==> src/rtl/frame_pkg.sv <==
// rtl/frame_pkg.sv - shared encodings, widths and mode lookup for the frame link sequencer
package frame_pkg;

    localparam int         FRAME_LEN_DEFAULT = 256;
    localparam logic [7:0] SYNC_WORD         = 8'b10011011;
    localparam int         MODE_W            = 2;
    localparam int         NUM_MODES         = 4;
    localparam int         ERR_W             = 16;
    localparam int         FRAME_W           = 16;
    localparam int         LOSS_W            = 8;

    typedef enum logic [1:0] {
        SYNC_SEARCH   = 2'b00,
        SYNC_VERIFY   = 2'b01,
        SYNC_LOCKED   = 2'b10,
        SYNC_HOLDOVER = 2'b11
    } sync_state_e;

    typedef enum logic [1:0] {
        ST_IDLE,
        ST_WAIT_LOCK,
        ST_MEASURE,
        ST_DONE
    } ctrl_state_e;

    typedef enum logic [1:0] {
        MODE_0 = 2'd0,
        MODE_1 = 2'd1,
        MODE_2 = 2'd2,
        MODE_3 = 2'd3
    } mode_e;

    // Lowest enabled mode at or above 'from'; bit 2 says whether one exists.
    function automatic logic [2:0] find_mode(input logic [3:0] mask, input logic [2:0] from);
        logic [2:0] r;
        r = 3'b000;
        for (int k = NUM_MODES - 1; k >= 0; k--) begin
            if (mask[k] && (3'(k) >= from)) begin
                r = {1'b1, 2'(k)};
            end
        end
        return r;
    endfunction

endpackage

==> src/rtl/frame_timer.sv <==
// rtl/frame_timer.sv - loadable down-counter with terminal-count pulse for the lock timeout
module frame_timer #(
    parameter int WIDTH = 11
) (
    input  logic             clk,
    input  logic             rst,
    input  logic             load,
    input  logic [WIDTH-1:0] load_value,
    input  logic             enable,
    output logic             expired
);

    logic [WIDTH-1:0] count_q;

    always_ff @(posedge clk or posedge rst) begin
        if (rst) begin
            count_q <= '0;
        end else if (load) begin
            count_q <= load_value;
        end else if (enable && (count_q != '0)) begin
            count_q <= count_q - WIDTH'(1);
        end
    end

    // Loaded with N-1, so the pulse lands on the Nth enabled cycle after the load.
    assign expired = enable && !load && (count_q == '0);

endmodule

==> src/rtl/frame_link_ctrl.sv <==
// rtl/frame_link_ctrl.sv - serial frame link test sequencer (mode stepping, lock wait, verdict)
// Optional lock-loss statistics: FRAME_CTRL_LOSS_STATS_EN.
module frame_link_ctrl
    import frame_pkg::*;
#(
    parameter int         FRAME_LEN       = FRAME_LEN_DEFAULT,
    parameter int         FRAMES_PER_MODE = 16,
    parameter int         LOCK_TIMEOUT    = 8,
    parameter logic [3:0] MODE_MASK       = 4'hF
) (
    input  logic               clk,
    input  logic               reset,
    input  logic               start,
    input  logic [1:0]         sync_state,
    input  logic               out_enable,
    input  logic               data_wrong,
    output logic [MODE_W-1:0]  mode,
    output logic               busy,
    output logic               done,
    output logic               pass,
    output logic [ERR_W-1:0]   err_count,
    output logic [FRAME_W-1:0] frame_count,
    output logic [LOSS_W-1:0]  loss_count
);

    localparam int         TIMEOUT_CLKS = LOCK_TIMEOUT * FRAME_LEN;
    localparam int         TW           = (TIMEOUT_CLKS > 2) ? $clog2(TIMEOUT_CLKS) : 1;
    localparam int         PW           = $clog2(FRAMES_PER_MODE + 1);
    localparam logic [2:0] FIRST        = find_mode(MODE_MASK, 3'd0);
    localparam logic [PW-1:0] LAST_FRAME = PW'(FRAMES_PER_MODE - 1);

    ctrl_state_e        state_q, state_d;
    logic [MODE_W-1:0]  mode_q, mode_d;
    logic [ERR_W-1:0]   err_q, err_d;
    logic [FRAME_W-1:0] frame_q, frame_d;
    logic [PW-1:0]      pmf_q, pmf_d;
    logic               timeout_q, timeout_d;
    logic               oe_q;
    logic               timer_load, timer_expired;
    logic               frame_edge;
    logic [2:0]         nxt;
    logic               loss_ok;

    assign frame_edge = out_enable && !oe_q;
    assign nxt        = find_mode(MODE_MASK, {1'b0, mode_q} + 3'd1);

    frame_timer #(.WIDTH(TW)) u_lock_timer (
        .clk        (clk),
        .rst        (reset),
        .load       (timer_load),
        .load_value (TW'(TIMEOUT_CLKS - 1)),
        .enable     (state_q == ST_WAIT_LOCK),
        .expired    (timer_expired)
    );

    always_ff @(posedge clk or posedge reset) begin
        if (reset) begin
            state_q   <= ST_IDLE;
            mode_q    <= FIRST[1:0];
            err_q     <= '0;
            frame_q   <= '0;
            pmf_q     <= '0;
            timeout_q <= 1'b0;
            oe_q      <= 1'b0;
        end else begin
            state_q   <= state_d;
            mode_q    <= mode_d;
            err_q     <= err_d;
            frame_q   <= frame_d;
            pmf_q     <= pmf_d;
            timeout_q <= timeout_d;
            oe_q      <= out_enable;
        end
    end

    always_comb begin
        state_d    = state_q;
        mode_d     = mode_q;
        err_d      = err_q;
        frame_d    = frame_q;
        pmf_d      = pmf_q;
        timeout_d  = timeout_q;
        timer_load = 1'b0;
        case (state_q)
            ST_IDLE, ST_DONE: begin
                if (start) begin
                    err_d     = '0;
                    frame_d   = '0;
                    pmf_d     = '0;
                    timeout_d = 1'b0;
                    mode_d    = FIRST[1:0];
                    if (FIRST[2]) begin
                        state_d    = ST_WAIT_LOCK;
                        timer_load = 1'b1;
                    end else begin
                        state_d = ST_DONE;
                    end
                end
            end
            ST_WAIT_LOCK: begin
                if (sync_state == SYNC_LOCKED) begin
                    state_d = ST_MEASURE;
                end else if (timer_expired) begin
                    state_d   = ST_DONE;
                    timeout_d = 1'b1;
                end
            end
            ST_MEASURE: begin
                if (data_wrong && (err_q != '1)) begin
                    err_d = err_q + ERR_W'(1);
                end
                // Per-mode progress survives a relock; it is only cleared on mode advance or start.
                if (sync_state != SYNC_LOCKED) begin
                    state_d    = ST_WAIT_LOCK;
                    timer_load = 1'b1;
                end else if (frame_edge) begin
                    if (frame_q != '1) begin
                        frame_d = frame_q + FRAME_W'(1);
                    end
                    if (pmf_q == LAST_FRAME) begin
                        pmf_d = '0;
                        if (nxt[2]) begin
                            mode_d     = nxt[1:0];
                            state_d    = ST_WAIT_LOCK;
                            timer_load = 1'b1;
                        end else begin
                            state_d = ST_DONE;
                        end
                    end else begin
                        pmf_d = pmf_q + PW'(1);
                    end
                end
            end
            default: state_d = ST_IDLE;
        endcase
    end

`ifdef FRAME_CTRL_LOSS_STATS_EN
    logic [LOSS_W-1:0] loss_q;
    logic              loss_inc, loss_clr;

    assign loss_inc = (state_q == ST_MEASURE) && (sync_state != SYNC_LOCKED);
    assign loss_clr = start && ((state_q == ST_IDLE) || (state_q == ST_DONE));

    always_ff @(posedge clk or posedge reset) begin
        if (reset) begin
            loss_q <= '0;
        end else if (loss_clr) begin
            loss_q <= '0;
        end else if (loss_inc && (loss_q != '1)) begin
            loss_q <= loss_q + LOSS_W'(1);
        end
    end

    assign loss_count = loss_q;
    assign loss_ok    = (loss_q == '0);
`else
    assign loss_count = '0;
    assign loss_ok    = 1'b1;
`endif

    assign mode        = mode_q;
    assign busy        = (state_q == ST_WAIT_LOCK) || (state_q == ST_MEASURE);
    assign done        = (state_q == ST_DONE);
    assign pass        = done && (err_q == '0) && !timeout_q && loss_ok;
    assign err_count   = err_q;
    assign frame_count = frame_q;

endmodule

==> config.mk <==
export PLATFORM = sky130hd
export DESIGN_NAME = frame_link_ctrl
export DESIGN_NICKNAME = d
export VERILOG_FILES = /design/src/rtl/frame_pkg.sv /design/src/rtl/frame_timer.sv /design/src/rtl/frame_link_ctrl.sv
export SDC_FILE = /design/constraint.sdc
export NUM_CORES = 1
export LEC_CHECK = 0
export ABC_CLOCK_PERIOD_IN_PS = 4000
export CAP_MARGIN = 40
export CORE_ASPECT_RATIO = 1.75
export CORE_UTILIZATION = 48
export DETAILED_ROUTE_END_ITERATION = 10
export PLACE_DENSITY = 0.81
export SYNTH_ARGS = -nofsm -noshare
export SYNTH_HDL_FRONTEND = slang
export SYNTH_SLANG_ARGS = --single-unit
==> constraint.sdc <==
create_clock -name clk -period 4 [get_ports clk]
set_clock_uncertainty 0.05 [all_clocks]
set_input_delay 0.6 -clock clk [delete_from_list [all_inputs] [get_ports clk]]
set_output_delay 0.6 -clock clk [all_outputs]
set_load 0.005 [all_outputs]
==> flow_metrics.tcl, run 1 <==
set metrics [dict create \
    status "complete, no violations" \
    ant_nets 0 \
    overflow 0 \
    criticalPathCategory "reg -> out" \
    antenna_found_initial 0 \
    ys_seq_area_frac 0.387 \
    rows 40 \
    synth_cell_types 55 \
    p_clk_frac 0.249 \
    grt_pass1_wl_mm 15.0 \
    track_usage 0.254 \
    seq_power_share 0.366 \
    crit_arrival_ns 1.92 \
    wirelength_mm 9.07 \
    crit_buf_inv 1 \
    slowest_delay_ns 0.51 \
    finalNonFillerCells 513 \
    fmax_mhz 389 \
    finalCriticalPeriod_ns 2.57 \
    crit_chain "nor4_1 -> nand4_1 -> nor2_1 -> clkdlybuf4s50_1" \
    crit_slowest_cell "dfrtp_1" \
    ctsResizeCount 0 \
    area_growth_pct 17.1 \
    syn_area_sq_mm 0.00349 \
    power.leakage_nw 1.58 \
    drv_cap 0 \
    port_buffers 43 \
    htree_levels 2 \
    die_w_microns 66.5 \
    async_reset_ff_frac 1.00 \
    setup_tns_ns 0 \
    cts.clk_slew.worst_paths_ns 0.07 \
    dp_hpwl_mm 6.50 \
    cts_root_buf "clkbuf_16" \
    power_density_mw_per_mm2 426 \
    dieHeight_microns 115 \
    ctsHoldBuffers 0 \
    pin_count 52 \
    tightest_slew_ns 0.900 \
    synth_edf_count 0 \
    grt_start_max_net_pins 32 \
    synth_ff_type "dfrtp_1" \
    final_cell_mix "dfrtp_1 (54), nand2_1 (43), clkdlybuf4s50_1 (43), nand3_1 (25)" \
    vias_per_cell 6.49 \
    synth_cells 397 \
    rsz0062_at_grt "false" \
    drive_above_1_share 0.0536 \
    initial_core_util 0.502 \
    min_period_over_period 0.643 \
    route.detailed.drc 0 \
    core_region_area_sq_mm 0.00696 \
    maxSlewHeadroom 0.391 \
    diodes 0 \
    start_kind "register" \
    hold_slack_ns 0.454 \
    drt_iter0_drc 206 \
    rrSetupSlack_ns 1.49 \
    syn_area_per_cell_sq_um 8.79 \
    required_ns 3.35 \
    ys_seq_elements 54 \
    maxUsedRoutingLayer "met4" \
    vias 3328 \
    end_kind "output pin" \
    insertion_delay_ns 0.30 \
    place.gp.congestion 0.888 \
    dp.cells 505 \
    routedWlPerCell_microns 17.7 \
    fillers 610 \
    grt_pass1_vias 3150 \
    setup_viol 0 \
    p_total_mw 1.74 \
    post-cts-setup-buffer-count 0 \
    dieArea_sq_mm 0.00763 \
    cts.sinks 54 \
    ir_worst_vdd_v 0.000313 \
    cts_tree "yes" \
    dr.pass1.iters 4 \
    met1Wirelength_mm 3.47 \
    crit_family "simple AND/OR/NAND/NOR gates" \
    hold_viol_final 0 \
    p_sw_mw 0.684 \
    intPower_mw 1.06 \
    clk_path_buf_depth 2 \
    fin_util 0.588 \
    met3_length_microns 378 \
    hp-class "reg -> reg" \
    critPathMaxFanout 12 \
    synth-warning-count 0 \
    met2_length_mm 4.94 \
    layout_commonest_cell "dfrtp_1" \
    finalMaxSlewViolations 0 \
    fin_nets 446 \
    sw_frac_of_total 0.393 \
    p_comb_frac 0.385 \
    numCtsBuffers 5 \
]
## power by group through the flow
stage	Combinational, mW	Sequential (mW)	Clock [mW]
3_3_place_gp	0.646	0.644	0
6_report	0.670	0.638	0.434
2_1_floorplan	0.475	0.631	0
4_1_cts	0.669	0.637	0.442
3_5_place_dp	0.665	0.647	0
5_1_grt	0.741	0.645	0.466
## through the flow
step / cell area [sq um] / setup slack (ns)
2_1_floorplan: 3520 / 1.79
3_3_place_gp: 3940 / 1.36
3_5_place_dp: 3940 / 1.27
4_1_cts: 4090 / 1.41
5_1_grt: 4090 / 1.25
6_report: 4090 / 1.43
## registers in the layout (all words and copies together), names as in the netlist
signal                cells
err_count                16
frame_count              16
u_lock_timer.count_q     11
pmf_q                     5
mode                      2
state_q                   2
oe_q                      1
timeout_q                 1
## synthesized netlist by cell type, types with 4 or more instances
cell type	n	area, sq um
nand4_1	17	106
and4_1	6	52.6
or3_1	10	62.6
nor4_1	9	56.3
xnor2_1	4	35.0
inv_1	20	75.1
buf_4	8	60.1
nor2_1	17	63.8
o211ai_1	16	120
nand2_1	43	161
dfrtp_1	54	1350
ha_1	11	138
o21ai_0	19	95.1
nand3_1	25	125
a32o_1	6	60.1
a221o_1	4	40.0
a21o_1	5	37.5
o221ai_1	6	52.6
and3_1	5	31.3
a31oi_1	6	37.5
o311ai_0	5	43.8
mux2i_1	6	60.1
nor3_1	18	90.1
clkbuf_1	22	82.6
## cells by family after synthesis
logic type / synth area share
AND/OR/NAND/NOR: 0.260
multiplexers: 0.0172
other: 0.00107
flip-flops: 0.387
adder cells (fa/ha/maj): 0.0394
buffers and inverters: 0.0638
AO/OA/AOI/OAI: 0.216
XOR/XNOR: 0.0151
## layer usage
layer,global-route usage,up-vias
met3,0.0337,24
li1,-,1563
met4,0.129,0
met1,0.290,1637
met2,0.453,104
met5,0,-
## cell type report
| type | instances | area [sq um] | share of cell area |
|---|---|---|---|
| clock buffer | 5 | 125 | 0.0306 |
| clock inverter | 3 | 21.3 | 0.00520 |
| inverter | 20 | 75.1 | 0.0184 |
| multi-input combinational | 299 | 1940 | 0.475 |
| sequential | 54 | 1350 | 0.330 |
| tap | 84 | 105 | 0.0257 |
| timing repair buffer | 48 | 468 | 0.114 |
## path summary, 6_finish.rpt
path,cells after the start,start,end
worst min register to register,1,pmf_q[4],pmf_q[4]
worst max-delay path,4,err_count[7],pass
min in group asynchronous,2,reset,u_lock_timer.count_q[3]
max in group asynchronous,3,reset,frame_count[15]
worst min-delay path,1,pmf_q[4],pmf_q[4]
worst max register to register,6,state_q[0],frame_count[6]
No activity file was read; power rests on OpenSTA's default activity.
==> run 2, diff against run 1 <==
Settings changed: ABC_CLOCK_PERIOD_IN_PS 4000 to 2300, PLACE_DENSITY 0.81 to 0.84.
Clock period 4 ns to 2.3 ns, I/O delays scaled along.
==> run 2 against run 1 <==
Effect of this change:
- first-iteration DRC count increased by 0.49%
- sequential power rose by 72%
- non-clock buffer count grew 28
- critical path depth is the same
- die area unchanged
- critical endpoint unchanged
==> flow_metrics.tcl, run 2 (same netlist as run 1, synthesis figures left out) <==
set metrics [dict create \
    status "complete, no violations" \
    rows 40 \
    fin_area_sq_mm 0.00439 \
    cts_root_buf "clkbuf_16" \
    ant_nets 0 \
    critPathMaxFanout 2 \
    diodes 0 \
    intPower_mw 2.19 \
    dpl_cell_area_sq_mm 0.00417 \
    p_clk_frac 0.297 \
    die_w_microns 66.5 \
    vias_per_cell 6.31 \
    dieHeight_microns 115 \
    tightest_slew_ns 0.539 \
    crit_arrival_ns 1.89 \
    antenna_found_initial 0 \
    ctsHoldBuffers 0 \
    slowest_delay_ns 0.51 \
    ir_worst_vdd_v 0.000593 \
    layout_commonest_cell "dfrtp_1" \
    insertion_delay_ns 0.30 \
    min_period_over_period 0.993 \
    power.leakage_nw 1.76 \
    p_comb_frac 0.381 \
    grt_pass1_vias 3353 \
    hp-class "in -> async" \
    p_sw_mw 1.22 \
    area_growth_pct 25.8 \
    required_ns 1.90 \
    overflow 0 \
    start_kind "register" \
    port_buffers 43 \
    fin_nets 474 \
    dp_hpwl_mm 6.78 \
    end_kind "output pin" \
    maxSlewHeadroom 0.636 \
    drive_above_1_share 0.118 \
    routedWlPerCell_microns 17.3 \
    initial_core_util 0.502 \
    drt_iter0_drc 207 \
    cts_tree "yes" \
    fmax_mhz 438 \
    grt_pass1_wl_mm 15.6 \
    numCtsBuffers 5 \
    cts.sinks 54 \
    seq_power_share 0.323 \
    hold_viol_final 0 \
    finalCriticalPeriod_ns 2.28 \
    dieArea_sq_mm 0.00763 \
    drv_cap 0 \
    final_cell_mix "dfrtp_1 (53), nand2_1 (43), clkdlybuf4s50_1 (43), buf_4 (32), nand3_1 (25)" \
    post-cts-setup-buffer-count 0 \
    core_region_area_sq_mm 0.00696 \
    track_usage 0.266 \
    criticalPathCategory "reg -> out" \
    vias 3413 \
    clk_path_buf_depth 2 \
    dr.pass1.iters 6 \
    setup_tns_ns 0 \
    pin_count 52 \
    cts.clk_slew.worst_paths_ns 0.07 \
    sw_frac_of_total 0.358 \
    crit_slowest_cell "clkdlybuf4s50_1" \
    setup_viol 0 \
    place.gp.congestion 0.900 \
    rsz0062_at_grt "false" \
    grt_start_max_net_pins 38 \
    crit_chain "nor4_1 -> nand4_1 -> nor2_1 -> clkdlybuf4s50_1" \
    finalMaxSlewViolations 0 \
    htree_levels 2 \
    wirelength_mm 9.37 \
    route.detailed.drc 0 \
    power_density_mw_per_mm2 776 \
]
run 2: critical path: cells and delay by family (launching register included):
family	cells	cell delay [ns]
simple gates	3	0.66
buf+inv	1	0.51
flops	1	0.42
run 2: final timing paths:
kind | startpoint | end | slack, ns | cells past startpoint
max | err_count[8] | pass | 0.02 | 4
min | reset | u_lock_timer.count_q[4] | 0.31 | 2
max reg2reg | u_lock_timer.count_q[0] | u_lock_timer.count_q[0] | 0.12 | 6
min reg2reg | pmf_q[4] | pmf_q[4] | 0.45 | 1
max in group asynchronous | reset | err_count[13] | 1.33 | 3
min in group clk | pmf_q[4] | pmf_q[4] | 0.45 | 1
run 2: power by group through the flow:
stage,logic [mW],registers [mW],clock network [mW]
global placement,1.24,1.11,0
CTS,1.27,1.10,1.03
floorplan,0.827,1.10,0
global route,1.44,1.11,1.07
finish,1.30,1.10,1.01
detailed placement,1.27,1.12,0
run 2: stage by stage:
stage	power (mW)	hold slack, ns	util	setup slack, ns	instances
4_1_cts	3.40	0.321	0.629	0.00485	541
6_report	3.41	0.307	0.631	0.0160	541
3_5_place_dp	2.38	0.425	0.599	0.134	533
5_1_grt	3.61	0.352	0.631	0.000518	541
3_3_place_gp	2.35	0.423	0.599	0.163	533
2_1_floorplan	1.92	0.326	-	0.0947	404
run 2: routing by layer:
metal | routed length (microns) | track usage | vias to the layer above
li1 | - | - | 1625
met1 | 3590 | 0.297 | 1636
met2 | 5080 | 0.480 | 120
met3 | 360 | 0.0347 | 32
met4 | 344 | 0.139 | 0
met5 | 0 | 0 | -
run 2: timing repair:
action,4_1_cts,5_1_grt
hold endpoints to repair,0,0
gates cloned,0,0
setup endpoints to repair,1,2
resized for setup,2,2
run 2: final cells by class:
type,count,area (sq um)
clock inverter,2,60.1
inverter,20,75.1
tap,84,105
clock buffer,6,139
timing repair buffer,76,691
sequential,54,1350
multi-input combinational,299,1970
fill,580,2560
==> variant 1, RTL diff (config.mk and constraints of run 2) <==
Set the package constant `FRAME_W` to 32 (it was 16).
--- a/src/rtl/frame_pkg.sv
+++ b/src/rtl/frame_pkg.sv
@@ -7,5 +7,5 @@
     localparam int         NUM_MODES         = 4;
     localparam int         ERR_W             = 16;
-    localparam int         FRAME_W           = 16;
+    localparam int         FRAME_W           = 32;
     localparam int         LOSS_W            = 8;
 
Interface: changed (resized frame_count); port bits go from 52 to 68. The function was not compared with the original's and may differ.
==> variant 1 against run 2 <==
The run now ends with setup timing left; sequential cell count rose by 16; utilization is 6.6 points higher; power rose by 36%; count of clock-buffer cells in the layout grew 5; area after synthesis rose by 18%; via count rose by 30%; final area rose by 32%; global-route usage grew 2.5 points; worst setup slack worse by 120 ps; sequential power up 26%; wire length increased by 40%; largest cell class unchanged; largest power group unchanged.
==> variant 1: results (changes against run 2) <==
Total placed cells including tap cells: 681 (+28%)
Max reg flops: 32
Min Hold Slack: 352 ps (+45.2 ps)
Tightest Hold Check Type: primary input to asynchronous set/reset pin
Skew-Pair Late Insertion Delay: 350 ps (+50 ps)
Vias per std cell: 6.27 (-0.60%)
Largest net degree at the start of global routing: 32 (-16%)
Sequential fraction of the synthesis area: 0.424 (+0.0371)
Global-route wire length before repair: 20,300 um (+30%)
Gpl congestion: 0.901 (+0.11%)
Fmax: 417 MHz (-4.8%)
Failing checks: setup timing
GRT Util Overall: 0.291 (+0.0245)
Yosys cell types: 54 (-1.8%)
Iteration-0 DRC Markers: 495 (+140%)
WL final: 13,100 um (+40%)
Critical path launch point: err_count[5]
R2R depth: 7 (+1)
Total CTS buffers: 9 (+4)
Slew margin rel.: 0.598 (-0.0383)
Fraction of registers with async set or reset after synthesis: 1.00 (unchanged)
Top post-synthesis cells by area: dfrtp_1 (42%), nand2_1 (5.2%), o21ai_0 (5.0%)
Root buf cell: clkbuf_16
Clock tree buffer depth: 2 (unchanged)
H-tree depth: 3 (+1)
Synth warnings: 0 (unchanged)
R2r endpoint: frame_count[29]
Leakage: 2.39 nW (+36%)
Nets: 607 (+28%)
Peak supply drop: 0.583 mV (-1.7%)
Critical Path AT: 2000 ps (+110 ps)
CP endpoint: pass
Ant. Diodes: 0 (unchanged)
Worst flop-to-flop path startpoint: state_q[0]
Top FF cell, synth: dfrtp_1
WL per Instance: 18.5 um (+7.1%)
Drt pass-1 iters: 8 (+2)
# setup viols final: 1 (+1)
Hpwl dp: 8730 um (+29%)
Port buffer count: 59 (+37%)
Share of layout cells above drive strength 1: 0.214 (+0.0956)
Reg2reg setup slack: 10 ps (-110 ps)
Post-synth top cells: dfrtp_1 (70), nand2_1 (57), o21ai_0 (41)
Status: complete, but fails checks
Crit-path max FO: 6 (+4)
Initial antenna violation count: 0 (unchanged)
Setup WS pre-CTS: -239 ps (-373 ps)
Clk slew on worst S/H paths: 60 ps
Worst setup margin: -99.9 ps (-116 ps)
Post-Syn Instances: 466 (+17%)
==> variant 1: cell type report <==
class | instances | area, sq um
Timing Repair Buffer | 129 | 1140
Inverter | 13 | 48.8
Tap cell | 115 | 144
Multi-Input combinational cell | 366 | 2400
Clock buffer | 11 | 253
Clock inverter | 5 | 57.6
Sequential cell | 70 | 1760
Fill cell | 616 | 2510
==> variant 1: stage by stage <==
step / TNS, ps / cell area, sq um
after floorplan: -23.9 / 4180
after global placement: -1050 / 5240
after detailed placement: -1690 / 5240
after CTS: -14.9 / 5600
after global routing: -403 / 5800
final: -99.9 / 5800
==> variant 1: per-layer routing <==
layer,up-vias,global-route usage,share of wire
met1,2152,0.310,0.36
met2,251,0.506,0.54
met5,-,0,0
li1,1993,-,-
met3,50,0.0502,0.060
met4,0,0.194,0.041
==> variant 1: cell families after synthesis <==
family          Yosys count  synth area share
simple gates            212             0.279
compound gates          119             0.185
flops                    70             0.424
buf+inv                  37            0.0415
fa+ha+maj                11            0.0333
xor+xnor                 11            0.0233
mux                       5            0.0124
other cells               1          0.000908
==> variant 1: what timing repair did <==
action                     in CTS  in global routing
pin swaps                       2                 11
cloned                          0                  1
gates resized for setup         9                 26
setup endpoints to repair       2                 16
buffers inserted                2                  9
hold buffers                    0                  0
==> variant 1: power breakdown <==
group / total (mW) / internal [mW] / switching (mW)
sequential: 1.39 / 1.31 / 0.0785
clock: 1.44 / 0.896 / 0.544
combinational: 1.81 / 0.795 / 1.02
==> variant 1: worst max-delay path, stage by stage, from the launching register on <==
cell and delay, ps:
dfrtp_1 390, buf_4 170, nor2_1 220, nand4_1 210
nor2_1 150, clkdlybuf4s50_1 510
==> variant 2, RTL diff (config.mk and constraints of run 2) <==
Made on the original files. Add an input register stage for `out_enable` and `data_wrong`, cleared by the reset; this delays them by one clock. The other inputs are not delayed to match.
--- a/src/rtl/frame_link_ctrl.sv
+++ b/src/rtl/frame_link_ctrl.sv
@@ -30,4 +30,17 @@
     localparam logic [PW-1:0] LAST_FRAME = PW'(FRAMES_PER_MODE - 1);
 
+    logic out_enable_q;
+    logic data_wrong_q;
+
+    always_ff @(posedge clk or posedge reset) begin
+        if (reset) begin
+            out_enable_q <= '0;
+            data_wrong_q <= '0;
+        end else begin
+            out_enable_q <= out_enable;
+            data_wrong_q <= data_wrong;
+        end
+    end
+
     ctrl_state_e        state_q, state_d;
     logic [MODE_W-1:0]  mode_q, mode_d;
@@ -42,5 +55,5 @@
     logic               loss_ok;
 
-    assign frame_edge = out_enable && !oe_q;
+    assign frame_edge = out_enable_q && !oe_q;
     assign nxt        = find_mode(MODE_MASK, {1'b0, mode_q} + 3'd1);
 
@@ -70,5 +83,5 @@
             pmf_q     <= pmf_d;
             timeout_q <= timeout_d;
-            oe_q      <= out_enable;
+            oe_q      <= out_enable_q;
         end
     end
@@ -107,5 +120,5 @@
             end
             ST_MEASURE: begin
-                if (data_wrong && (err_q != '1)) begin
+                if (data_wrong_q && (err_q != '1)) begin
                     err_d = err_q + ERR_W'(1);
                 end
Formal check against the unedited RTL: not equivalent (a bounded check fails within 4 cycles, from zero or initial values and one cycle with reset high).
==> variant 2 against run 2 <==
Wire length down 6.9%; register-to-register slack about the same; power down 4.1%; worst setup slack better by 49 ps; area after synthesis down 3.6%; final area down 5.9%; sequential cell count up 2; count of clock-buffer cells in the layout unchanged; critical path type unchanged; largest cell class unchanged; largest power group unchanged.
==> variant 2: results (changes against run 2) <==
Status: finished, final reports clean
R2r endpoint: state_q[1]
Skew-Pair Late Insertion Delay: 300 ps (about the same)
CTS resizes: 0 (-2)
Avg Cell Area, Syn: 8.78 sq um (about the same)
Share of layout cells above drive strength 1: 0.0878 (-0.0304)
Top post-synthesis cells by area: dfrtp_1 (42%), nand2_1 (5.6%), ha_1 (4.1%)
Clock tree buffer depth: 2 (unchanged)
Leakage: 1.62 nW (-8.2%)
Crit-path max FO: 9 (+7)
Via Count: 3,193 (-6.4%)
Total placed cells including tap cells: 509 (-4.5%)
Gpl congestion: 0.880 (-2.3%)
Peak supply drop: 0.559 mV (-5.8%)
Initial antenna violation count: 0 (unchanged)
Drt pass-1 iters: 5 (-1)
R2R depth: 7 (+1)
Nets: 450 (-5.1%)
Fillers: 600 (+3.4%)
WL final: 8720 um (-6.9%)
Iteration-0 DRC Markers: 181 (-13%)
NetSw: 1.19 mW (-2.6%)
Post-synth top cells: dfrtp_1 (56), nand2_1 (50), nand3_1 (25)
GRT Util Overall: 0.258 (-0.00864)
Reg2reg setup slack: 120 ps (about the same)
WL per Instance: 16.9 um (-2.6%)
Sequential fraction of the synthesis area: 0.417 (+0.0294)
Largest net degree at the start of global routing: 57 (+50%)
Vias in the first global route: 3,281 (-2.1%)
Global-route wire length before repair: 14,900 um (-4.9%)
Hpwl dp: 6470 um (-4.5%)
## variant 2: cell types whose count changed after synthesis, sizes merged, moves of 6 or more
| cell | before | now |
|---|---|---|
| nor3 | 18 | 5 |
| a21oi | 3 | 19 |
| nand4 | 17 | 9 |
| clkbuf | 22 | 14 |
| o221ai | 6 | 0 |
| nand2 | 43 | 50 |
## variant 2: area by class of cell
cell class,count,area [sq um],area share
clock buffers,6,129,0.0312
clock inverters,2,35.0,0.00847
inverters,17,63.8,0.0154
multi-input cells,293,1840,0.444
flip-flops and latches,56,1400,0.339
well taps,84,105,0.0254
repair buffers,59,563,0.136
## variant 2: worst max-delay path, stage by stage, from the launching register on
cell,delay (ps)
dfrtp_2,480
nor4_2,310
nand4_1,130
nor2_1,120
clkdlybuf4s50_1,500
## variant 2: per-layer routing
layer,routed length (um),GRT usage
met1,3080,0.273
met2,4900,0.465
met3,387,0.0413
met4,354,0.148
met5,0,0
## variant 2: cell families after synthesis
logic type / count (synthesis) / synth area share
xor gates and xnor gates: 7 / 0.0182
adders and majority gates: 11 / 0.0409
buffers and inverters: 41 / 0.0550
other: 1 / 0.00111
DFF: 56 / 0.417
and+or+nand+nor: 167 / 0.264
AOI/OAI and AO/OA: 92 / 0.180
muxes: 8 / 0.0238
## variant 2: through the flow
stage | hold slack, ps | setup slack [ps] | cell area [sq um]
6_report | 352 | 64.7 | 4130
5_1_grt | 378 | 3.15 | 4130
4_1_cts | 365 | 15.6 | 4110
3_5_place_dp | 350 | 112 | 3940
3_3_place_gp | 351 | 186 | 3940
2_1_floorplan | 324 | 245 | 3390
## variant 2: worst max path at each step
stage                            start                        to  slack, ps
2_1_floorplan  u_lock_timer.count_q[0]                state_q[1]        240
3_3_place_gp             sync_state[1]           frame_count[11]        190
3_5_place_dp             sync_state[1]           frame_count[13]        110
4_1_cts                   err_count[2]                      pass         20
5_1_grt                     state_q[1]  u_lock_timer.count_q[10]          3
6_report                  err_count[2]                      pass         60
## variant 2: power groups by stage
| stage | Sequential [mW] | Combinational (mW) | Clock, mW |
|---|---|---|---|
| 2_1_floorplan | 1.16 | 0.738 | 0 |
| 3_3_place_gp | 1.18 | 1.14 | 0 |
| 5_1_grt | 1.18 | 1.38 | 0.912 |
| 6_report | 1.17 | 1.24 | 0.866 |
| 3_5_place_dp | 1.19 | 1.17 | 0 |
| 4_1_cts | 1.17 | 1.18 | 0.878 |
